<file path="src/rtl/zports_bank.sv">
// zports_bank: fclk-synchronous Z80 I/O port block.
//
// Decodes one low port byte (PORT_LO). The high address byte selects one of
// NREGS 8-bit configuration registers, or an external data window (EXT_IDX).
// Accesses to the external window are handed to another block through
// ext_req/ext_ack. The Z80 is held on WAIT until that block acknowledges or
// the timeout counter expires.
//
// Optional feature macro: ZPORTS_BANK_READBACK_EN
//   defined   - local registers can be read back through dout
//   undefined - local register reads return 8'hFF with dataout low;
//               the external window can still be read
//
// Ports:
//   fclk, rst          clock, synchronous active-high reset
//   zpos               Z80 clock rising-edge strobe (fclk domain)
//   a, din             Z80 address and write data
//   iorq_n, rd_n, wr_n Z80 bus controls
//   dout, dataout      read data and its drive enable
//   porthit            a[7:0] == PORT_LO
//   regs_out           all register contents, register i at [8i+7:8i]
//   wr_stb             one-fclk pulse per register write
//   ext_addr           register 0, the address for the external window
//   ext_req/ext_rnw/ext_wdata/ext_rdata/ext_ack  external window handshake
//   wait_n             Z80 WAIT
//   err                sticky timeout flag
//
// Wait FSM states:
//   IDLE | no external access; new strobes accepted
//   REQ  | ext_req raised, Z80 held, timeout counter running
//   DONE | access finished, WAIT released, waiting for the Z80 cycle to end
module zports_bank #(
    parameter int                 NREGS   = 4,
    parameter logic [7:0]         PORT_LO = 8'hBF,
    parameter logic [7:0]         EXT_IDX = 8'hFF,
    parameter logic [NREGS*8-1:0] RST_VAL = {NREGS{8'h00}},
    parameter logic [NREGS*8-1:0] WMASK   = {NREGS{8'hFF}},
    parameter int                 TMO_W   = 8
) (
    input  logic               fclk,
    input  logic               rst,
    input  logic               zpos,
    input  logic [15:0]        a,
    input  logic [7:0]         din,
    input  logic               iorq_n,
    input  logic               rd_n,
    input  logic               wr_n,
    output logic [7:0]         dout,
    output logic               dataout,
    output logic               porthit,
    output logic [NREGS*8-1:0] regs_out,
    output logic [NREGS-1:0]   wr_stb,
    output logic [7:0]         ext_addr,
    output logic               ext_req,
    output logic               ext_rnw,
    output logic [7:0]         ext_wdata,
    input  logic [7:0]         ext_rdata,
    input  logic               ext_ack,
    output logic               wait_n,
    output logic               err
);

    typedef enum logic [1:0] {IDLE, REQ, DONE} state_t;

    logic [7:0]         idx;
    logic               s0_wr, s0_rd, s1_wr, s1_rd;
    logic               wr_p, rd_p;
    logic [NREGS*8-1:0] regs_q;
    logic [NREGS-1:0]   we;
    logic               local_sel;
    logic               ext_hit;

    state_t             state_q, state_d;
    logic [TMO_W-1:0]   cnt_q, cnt_d, cnt_inc;
    logic               req_q, req_d;
    logic               wait_q, wait_d;
    logic               rnw_q, rnw_d;
    logic [7:0]         wdata_q, wdata_d;
    logic [7:0]         rlatch_q, rlatch_d;
    logic               err_q, err_d;

    assign idx     = a[15:8];
    assign porthit = (a[7:0] == PORT_LO);
    assign ext_hit = porthit && (idx == EXT_IDX);

    // Stage 0 follows the bus only on Z80 clock edges; stage 1 delays it by
    // one fclk, so each I/O cycle yields exactly one single-fclk pulse no
    // matter how many zpos strobes occur while the cycle is active.
    always_ff @(posedge fclk) begin
        if (rst) begin
            s0_wr <= 1'b0;
            s0_rd <= 1'b0;
            s1_wr <= 1'b0;
            s1_rd <= 1'b0;
        end else begin
            if (zpos) begin
                s0_wr <= ~(iorq_n | wr_n);
                s0_rd <= ~(iorq_n | rd_n);
            end
            s1_wr <= s0_wr;
            s1_rd <= s0_rd;
        end
    end

    assign wr_p = s0_wr & ~s1_wr;
    assign rd_p = s0_rd & ~s1_rd;

    // Local registers
    always_comb begin
        we        = '0;
        local_sel = 1'b0;
        for (int i = 0; i < NREGS; i++) begin
            if (idx == 8'(i)) begin
                local_sel = 1'b1;
                we[i]     = wr_p & porthit;
            end
        end
    end

    always_ff @(posedge fclk) begin
        if (rst) begin
            regs_q <= RST_VAL;
            wr_stb <= '0;
        end else begin
            wr_stb <= we;
            for (int i = 0; i < NREGS; i++) begin
                if (we[i]) begin
                    regs_q[8*i +: 8] <= (regs_q[8*i +: 8] & ~WMASK[8*i +: 8])
                                      | (din & WMASK[8*i +: 8]);
                end
            end
        end
    end

    assign regs_out = regs_q;
    assign ext_addr = regs_q[7:0];

    // Read path
`ifdef ZPORTS_BANK_READBACK_EN
    logic [7:0] local_q;

    always_comb begin
        local_q = 8'hFF;
        for (int i = 0; i < NREGS; i++) begin
            if (idx == 8'(i)) local_q = regs_q[8*i +: 8];
        end
    end

    always_comb begin
        if (local_sel)           dout = local_q;
        else if (idx == EXT_IDX) dout = rlatch_q;
        else                     dout = 8'hFF;
    end

    assign dataout = porthit & ~iorq_n & ~rd_n;
`else
    always_comb begin
        if (local_sel)           dout = 8'hFF;
        else if (idx == EXT_IDX) dout = rlatch_q;
        else                     dout = 8'hFF;
    end

    assign dataout = porthit & ~iorq_n & ~rd_n & ~local_sel;
`endif

    // Wait FSM: state register
    always_ff @(posedge fclk) begin
        if (rst) begin
            state_q  <= IDLE;
            cnt_q    <= '0;
            req_q    <= 1'b0;
            wait_q   <= 1'b1;
            rnw_q    <= 1'b1;
            wdata_q  <= 8'h00;
            rlatch_q <= 8'hFF;
            err_q    <= 1'b0;
        end else begin
            state_q  <= state_d;
            cnt_q    <= cnt_d;
            req_q    <= req_d;
            wait_q   <= wait_d;
            rnw_q    <= rnw_d;
            wdata_q  <= wdata_d;
            rlatch_q <= rlatch_d;
            err_q    <= err_d;
        end
    end

    assign cnt_inc = cnt_q + TMO_W'(1);

    // Wait FSM: next state and registered outputs
    always_comb begin
        state_d  = state_q;
        cnt_d    = cnt_q;
        req_d    = req_q;
        wait_d   = wait_q;
        rnw_d    = rnw_q;
        wdata_d  = wdata_q;
        rlatch_d = rlatch_q;
        err_d    = err_q;
        case (state_q)
            IDLE: begin
                if (ext_hit && wr_p && din[7]) begin
                    // Error-clear write: no external access is started.
                    err_d = 1'b0;
                end else if (ext_hit && (wr_p || rd_p)) begin
                    rnw_d   = ~wr_p;
                    wdata_d = din;
                    req_d   = 1'b1;
                    wait_d  = 1'b0;
                    cnt_d   = '0;
                    state_d = REQ;
                end
            end
            REQ: begin
                cnt_d = cnt_inc;
                if (ext_ack) begin
                    req_d  = 1'b0;
                    wait_d = 1'b1;
                    if (rnw_q) rlatch_d = ext_rdata;
                    state_d = DONE;
                end else if (&cnt_inc) begin
                    // ext_req has now been high for 2^TMO_W-1 cycles.
                    req_d    = 1'b0;
                    wait_d   = 1'b1;
                    rlatch_d = 8'hFF;
                    err_d    = 1'b1;
                    state_d  = DONE;
                end
            end
            DONE: begin
                if (!s0_wr && !s0_rd) state_d = IDLE;
            end
            default: state_d = IDLE;
        endcase
    end

    assign ext_req   = req_q;
    assign wait_n    = wait_q;
    assign ext_rnw   = rnw_q;
    assign ext_wdata = wdata_q;
    assign err       = err_q;

endmodule

</file>
<file path="config.mk">
export PLATFORM = sky130hd
export DESIGN_NAME = zports_bank
export DESIGN_NICKNAME = d
export VERILOG_FILES = /design/src/rtl/zports_bank.sv
export SDC_FILE = /design/constraint.sdc
export NUM_CORES = 1
export LEC_CHECK = 0
export ABC_AREA = 1
export CORE_MARGIN = 2
export CORE_UTILIZATION = 40
export CTS_CLUSTER_SIZE = 8
export DETAILED_ROUTE_END_ITERATION = 12
export PLACE_DENSITY = 0.76
export SLEW_MARGIN = 25
export SYNTH_ARGS = -nofsm -noshare
export SYNTH_HDL_FRONTEND = slang
export SYNTH_SLANG_ARGS = --single-unit
</file>
<file path="constraint.sdc">
create_clock -name fclk -period 1.9 [get_ports fclk]
set_clock_uncertainty 0.05 [all_clocks]
set_input_delay 0.38 -clock fclk [delete_from_list [all_inputs] [get_ports fclk]]
set_output_delay 0.38 -clock fclk [all_outputs]
set_load 0.01 [all_outputs]
</file>
# Word level (Yosys, flattened, before mapping)
# Cells that the tools add are included.
op_classes:
  shifts: 0
  bitwise: 17
  mul: 0
  n_div: 0
  muxes: 35
  addsub: 1
  eq_ne: 15
  magnitude_cmp: 0
  n_reduce_logical: 19
op_table:
  columns: ["op", "count"]
  rows:
  - ["8-bit 2-to-1 mux", 7]
  - ["1-bit 2-to-1 mux", 18]
  - ["8-bit by 2-bit equality test with 1-bit output, second input constant", 2]
  - ["8-bit equality test, second input constant", 2]
  - ["8-bit case mux with 2 select lines", 1]
  - ["2-bit != test, second input constant", 6]
  - ["4-bit AND reduction", 3]
  - ["2-bit 2-to-1 mux", 5]
  - ["1-bit inverter", 9]
  - ["3-bit AND reduction", 3]
  - ["8-bit by 1-bit adder with 8-bit output, second input constant", 1]
  - ["8-bit by 1-bit equality test with 1-bit output, second input constant", 1]
  - ["8-bit logical NOT", 1]
  - ["8-bit AND reduction", 1]
  - ["1-bit AND", 6]
  - ["1-bit case mux with 2 select lines", 3]
  - ["2-bit case mux with 3 select lines", 1]
  - ["1-bit logical AND", 5]
  - ["2-bit nonzero test", 2]
  - ["3-bit != test, second input constant", 1]
  - ["2-bit by 1-bit equality test with 1-bit output, second input constant", 1]
  - ["2-bit equality test, second input constant", 1]
  - ["1-bit logical NOT", 2]
  - ["2-bit logical NOT", 1]
  - ["other kinds (3)", 4]
totals:
  rom_bits: 0
  latch_bits: 0
  reg_bits: 70
  ram_bits: 0
  wordCells: 104
  output_inout_bits: 66
  n_memories: 0
  input_bits: 39

# Depth between registers and ports, before layout
depth:
  word_depth: 7
  depth_mapped: 12
  depth_no_buf: 12

# Worst setup path before layout
# OpenSTA, ideal clock, no wires.
synth_timing:
  kind: "input to register"
  startpoint: "input port a[10]"
  endpoint: "register regs_q[10] (netlist: regs_out[10])"
  cell_stages: 6
  required_time_ps: 1718
  n_path_buf: 1
  setup_time_ps: 132
  arrival_time_ps: 1474
  path_slack_ps: 243
  path_cell_list: "or2_1 -> buf_2 -> nor4_4 -> nand2_1 -> nand2_1 -> a21oi_1"
synth_between:
  elab_chain_len: 2
synth_lines:
  columns: ["element", "line", "text"]
  rows:
  - ["start: declaration", "43", "input logic [15:0] a,"]
  - ["8-bit by 1-bit equality test with 1-bit output", "113", "if (idx == 8'(i)) begin"]
  - ["1-bit 2-to-1 mux", "113", null]
  - ["end signal: indexed assignment", "128", "regs_q[8*i +: 8] <= (regs_q[8*i +: 8] & ~WMASK[8*i +: 8])"]
  - ["end: declaration", "68", "logic [NREGS*8-1:0] regs_q;"]
# Every way passes these cells.
# A chain may end at the register's enable or synchronous reset.

# Worst setup path in the final report
layout_timing:
  startpoint: "input port a[14]"
  endpoint: "output port dout[5]"
layout_between:
  elab_chain_len: 6
  elab_cells_between_ends: 11
  cone_classes: "eq/ne (4); mux (6); reduce/logical (1)"
layout_lines:
  columns: ["element", "line", "text"]
  rows:
  - ["8-bit logical NOT", "113", null]
  - ["1-bit 2-to-1 mux (4 in a row)", "113", null]
  - ["8-bit 2-to-1 mux (*)", "158", "if (local_sel) dout = 8'hFF;"]
  - ["end: declaration", "48", "output logic [7:0] dout,"]
# Every way passes the cells marked *; elsewhere a longest branch is shown, timed or not.

==> out/results.txt <==
Area grow syn2layout: 55.5%
Root Buffer: clkbuf_8
Wirelength, routed: 8720 um
GRT overflow: 0
Worst Setup EP: dout[5]
CTS buffer count: 9
Worst vdd ir: 0.399 mV
FMAX: 545 MHz
Dpl ws: -0.545 ns
Combinational group share of total power: 6.0%
Post-Syn Nets: 440
Post-DR wirelength/cell: 13.7 um
Post-synthesis cell type count: 29
Worst-case clock buffer depth: 2
Mapped cell area: 2990 um^2
Vias: 3156
CP Max Fanout: 5
Via/cell ratio: 4.96
CTS clock-pin slew for the worst setup and hold paths: 0.07 ns
Sequential share of the synthesized area: 46.8%
Number of max-cap violations: 0
# rows: 31
Setup TNS: 0 ns
Clk pwr share: 47.2%
Placed instance area: 4320 um^2
GRT Util Overall: 20.6%
CP arrival: 1.40 ns
Hold Vio Cnt, Final: 0
Final period util: 96.6%
Starting Density: 41.2%
Setup CP Type: primary input to primary output
CTS Sinks: 70
Status: complete, no violations
CP peak stage delay: 0.28 ns
Synth Instances: 399
Synthesized flop and latch total: 70
Synth warnings: 0
Max Slew Vio Count: 0
DRT iter0 DRCs: 153
P per Cell Area: 677 nW/um^2
Syn avg cell area: 7.50 um^2
CP Cell Sequence: dlygate4sd2_1, nand2_2, nor2_4, nand2_4, or2_2, buf_2
Core area: 7250 um^2
R2r setup slk: 0.17 ns
Power consumption: 3.15 mW
Hold_buf cts: 0
GP Congestion: 0.787
Worst Setup Start Kind: primary input
First-pass GRT wire length: 13400 um
Worst R2R End: ext_req
Die area: 8190 um^2
Final Setup Violations: 0
Slew headroom: 72.9%
Clock Latency Late Sink: 0.35 ns
Sw Share: 21.3%
Die W: 90.5 um
Share of layout cells above drive strength 1: 18.6%
Sequential share of power: 46.7%
Hold Path Class: register to register
Reg2reg start: cnt_q[0]
Port buffer count: 104
Leakage: 1.77 nW
Diodes inserted: 0
DPL Wire Length: 5930 um
IO Count: 105
H-tree depth: 3
Number of cells on the critical path: 6
Worst Path Required: 1.47 ns
Remaining antenna violation count after routing: 0
Pin count of the biggest net entering global routing: 38
Worst slew pin tran: 0.404 ns
Initial antenna violation count: 0
Post-route design area: 4650 um^2
Final worst setup slack: 0.0651 ns
Crit path buffers/inverters: 2
Fin util: 64.2%
Drt drc: 0
Slowest CP cell: or2_2
Final min period: 1.83 ns
Net count, final: 573
RSZ-0062 raised after global routing: false
Internal power: 2.48 mW
CTS tree: done
Vias in the first global route: 2818
First-pass iteration count of the detailed router: 4
Die Y: 90.5 um
CP delay by family, top: simple AND/OR/NAND/NOR gates
Crit path from: a[14]
P_sw: 0.671 mW
CP Capture Type: primary output
R2R cell count: 12
[per-stage QoR]
stage	instances	hold slack, ns
2_1_floorplan	399	0.379
3_3_place_gp	615	0.381
3_5_place_dp	615	0.386
4_1_cts	633	0.397
5_1_grt	636	0.410
6_report	636	0.393
[cells by family (layout without fill, tap and decap cells)]
kind of cell | after synthesis | in the layout | share of synthesized area [%]
flops | 70 | 70 | 46.8
compound gates | 80 | 80 | 13.6
fa+ha+maj | 2 | 2 | 0.836
buf+inv | 54 | 190 | 8.16
simple gates | 193 | 195 | 30.5
[state kept, by name, summed over array words and instances (netlist names)]
| register | cells |
|---|---|
| s1_rd | 1 |
| ext_rnw | 1 |
| rlatch_q | 8 |
| s0_wr | 1 |
| ext_req | 1 |
| err | 1 |
| wait_n | 1 |
| regs_out | 32 |
| s1_wr | 1 |
| cnt_q | 8 |
| wr_stb | 4 |
| state_q | 2 |
| ext_wdata | 8 |
| s0_rd | 1 |
[power by group through the flow]
stage	Combinational (mW)	Clock, mW	Sequential [mW]
after global placement	0.183	0	1.51
after CTS	0.186	1.49	1.47
after global routing	0.203	1.58	1.47
final	0.190	1.49	1.47
after detailed placement	0.185	0	1.51
after floorplan	0.0550	0	1.50
[timing repair]
action	in CTS	in global routing
pin swaps	3	3
setup endpoints to repair	16	26
gates cloned	1	2
setup buffers	1	1
gates resized for setup	57	20
[final cells by class]
| class | instances | area (um^2) |
|---|---|---|
| clock buffer | 11 | 141 |
| clock inverter | 5 | 106 |
| inverter | 35 | 135 |
| multi-input combinational | 277 | 1460 |
| timing repair buffer | 138 | 1280 |
| sequential | 70 | 1400 |
| tap | 99 | 124 |
| timing repair inverter | 1 | 5.00 |
| fill | 620 | 2600 |
[per-layer routing]
layer	GRT usage (%)	vias up	share of wire [%]
li1	-	1570	-
met2	34.1	106	49
met3	5.51	12	6.0
met1	25.2	1468	43
met5	0	-	0
met4	8.46	0	1.8
[cells in the mapped netlist]
cell / instances / area (um^2)
a21oi_1: 41 / 205
buf_1: 1 / 3.75
buf_2: 3 / 15.0
buf_4: 8 / 60.1
buf_6: 1 / 11.3
clkbuf_1: 6 / 22.5
clkinv_1: 3 / 11.3
dfxtp_1: 70 / 1400
ha_1: 2 / 25.0
inv_1: 30 / 113
inv_2: 2 / 7.51
nand2_1: 65 / 244
nand2_2: 4 / 25.0
nand2_4: 1 / 11.3
nand3_1: 41 / 205
nand3_2: 2 / 20.0
nand3_4: 2 / 35.0
nand4_1: 2 / 12.5
nor2_1: 56 / 210
nor2_2: 3 / 18.8
nor3_1: 4 / 20.0
nor4_1: 1 / 6.26
nor4_4: 2 / 42.5
o211ai_1: 1 / 7.51
o21ai_0: 35 / 175
o21ai_1: 1 / 5.00
o21bai_1: 2 / 15.0
or2_1: 1 / 6.26
or2_2: 9 / 56.3
[worst min-delay path, stage by stage, from the launching register on]
cell	delay, ns
dfxtp_1	0.31
inv_1	0.04
a21oi_1	0.05
[worst min-delay path by stage]
stage                             from            to  slack, ns  cells after the start
final                     ext_wdata[6]  ext_wdata[6]       0.39                      2
after CTS                 ext_wdata[6]  ext_wdata[6]       0.40                      2
after floorplan                  s0_rd         s1_rd       0.38                      2
after detailed placement  ext_wdata[6]  ext_wdata[6]       0.39                      2
after global placement    ext_wdata[4]  ext_wdata[4]       0.38                      2
after global routing      ext_wdata[4]  ext_wdata[4]       0.41                      2
[cells in the final DEF, fill, tap and decap left out, types with 3 or more instances in the layout]
cell type	instances
a21oi_1	41
buf_12	3
buf_2	8
buf_4	31
bufinv_16	3
clkbuf_8	10
clkdlybuf4s50_1	86
dfxtp_1	70
dlygate4sd2_1	8
inv_1	30
nand2_1	59
nand2_2	7
nand2_4	5
nand3_1	39
nand3_2	4
nand3_4	3
nor2_1	53
nor2_4	4
nor3_1	3
o21ai_0	31
o21ai_1	5
or2_2	7
Note: power is estimated with default switching activity, not from simulation.
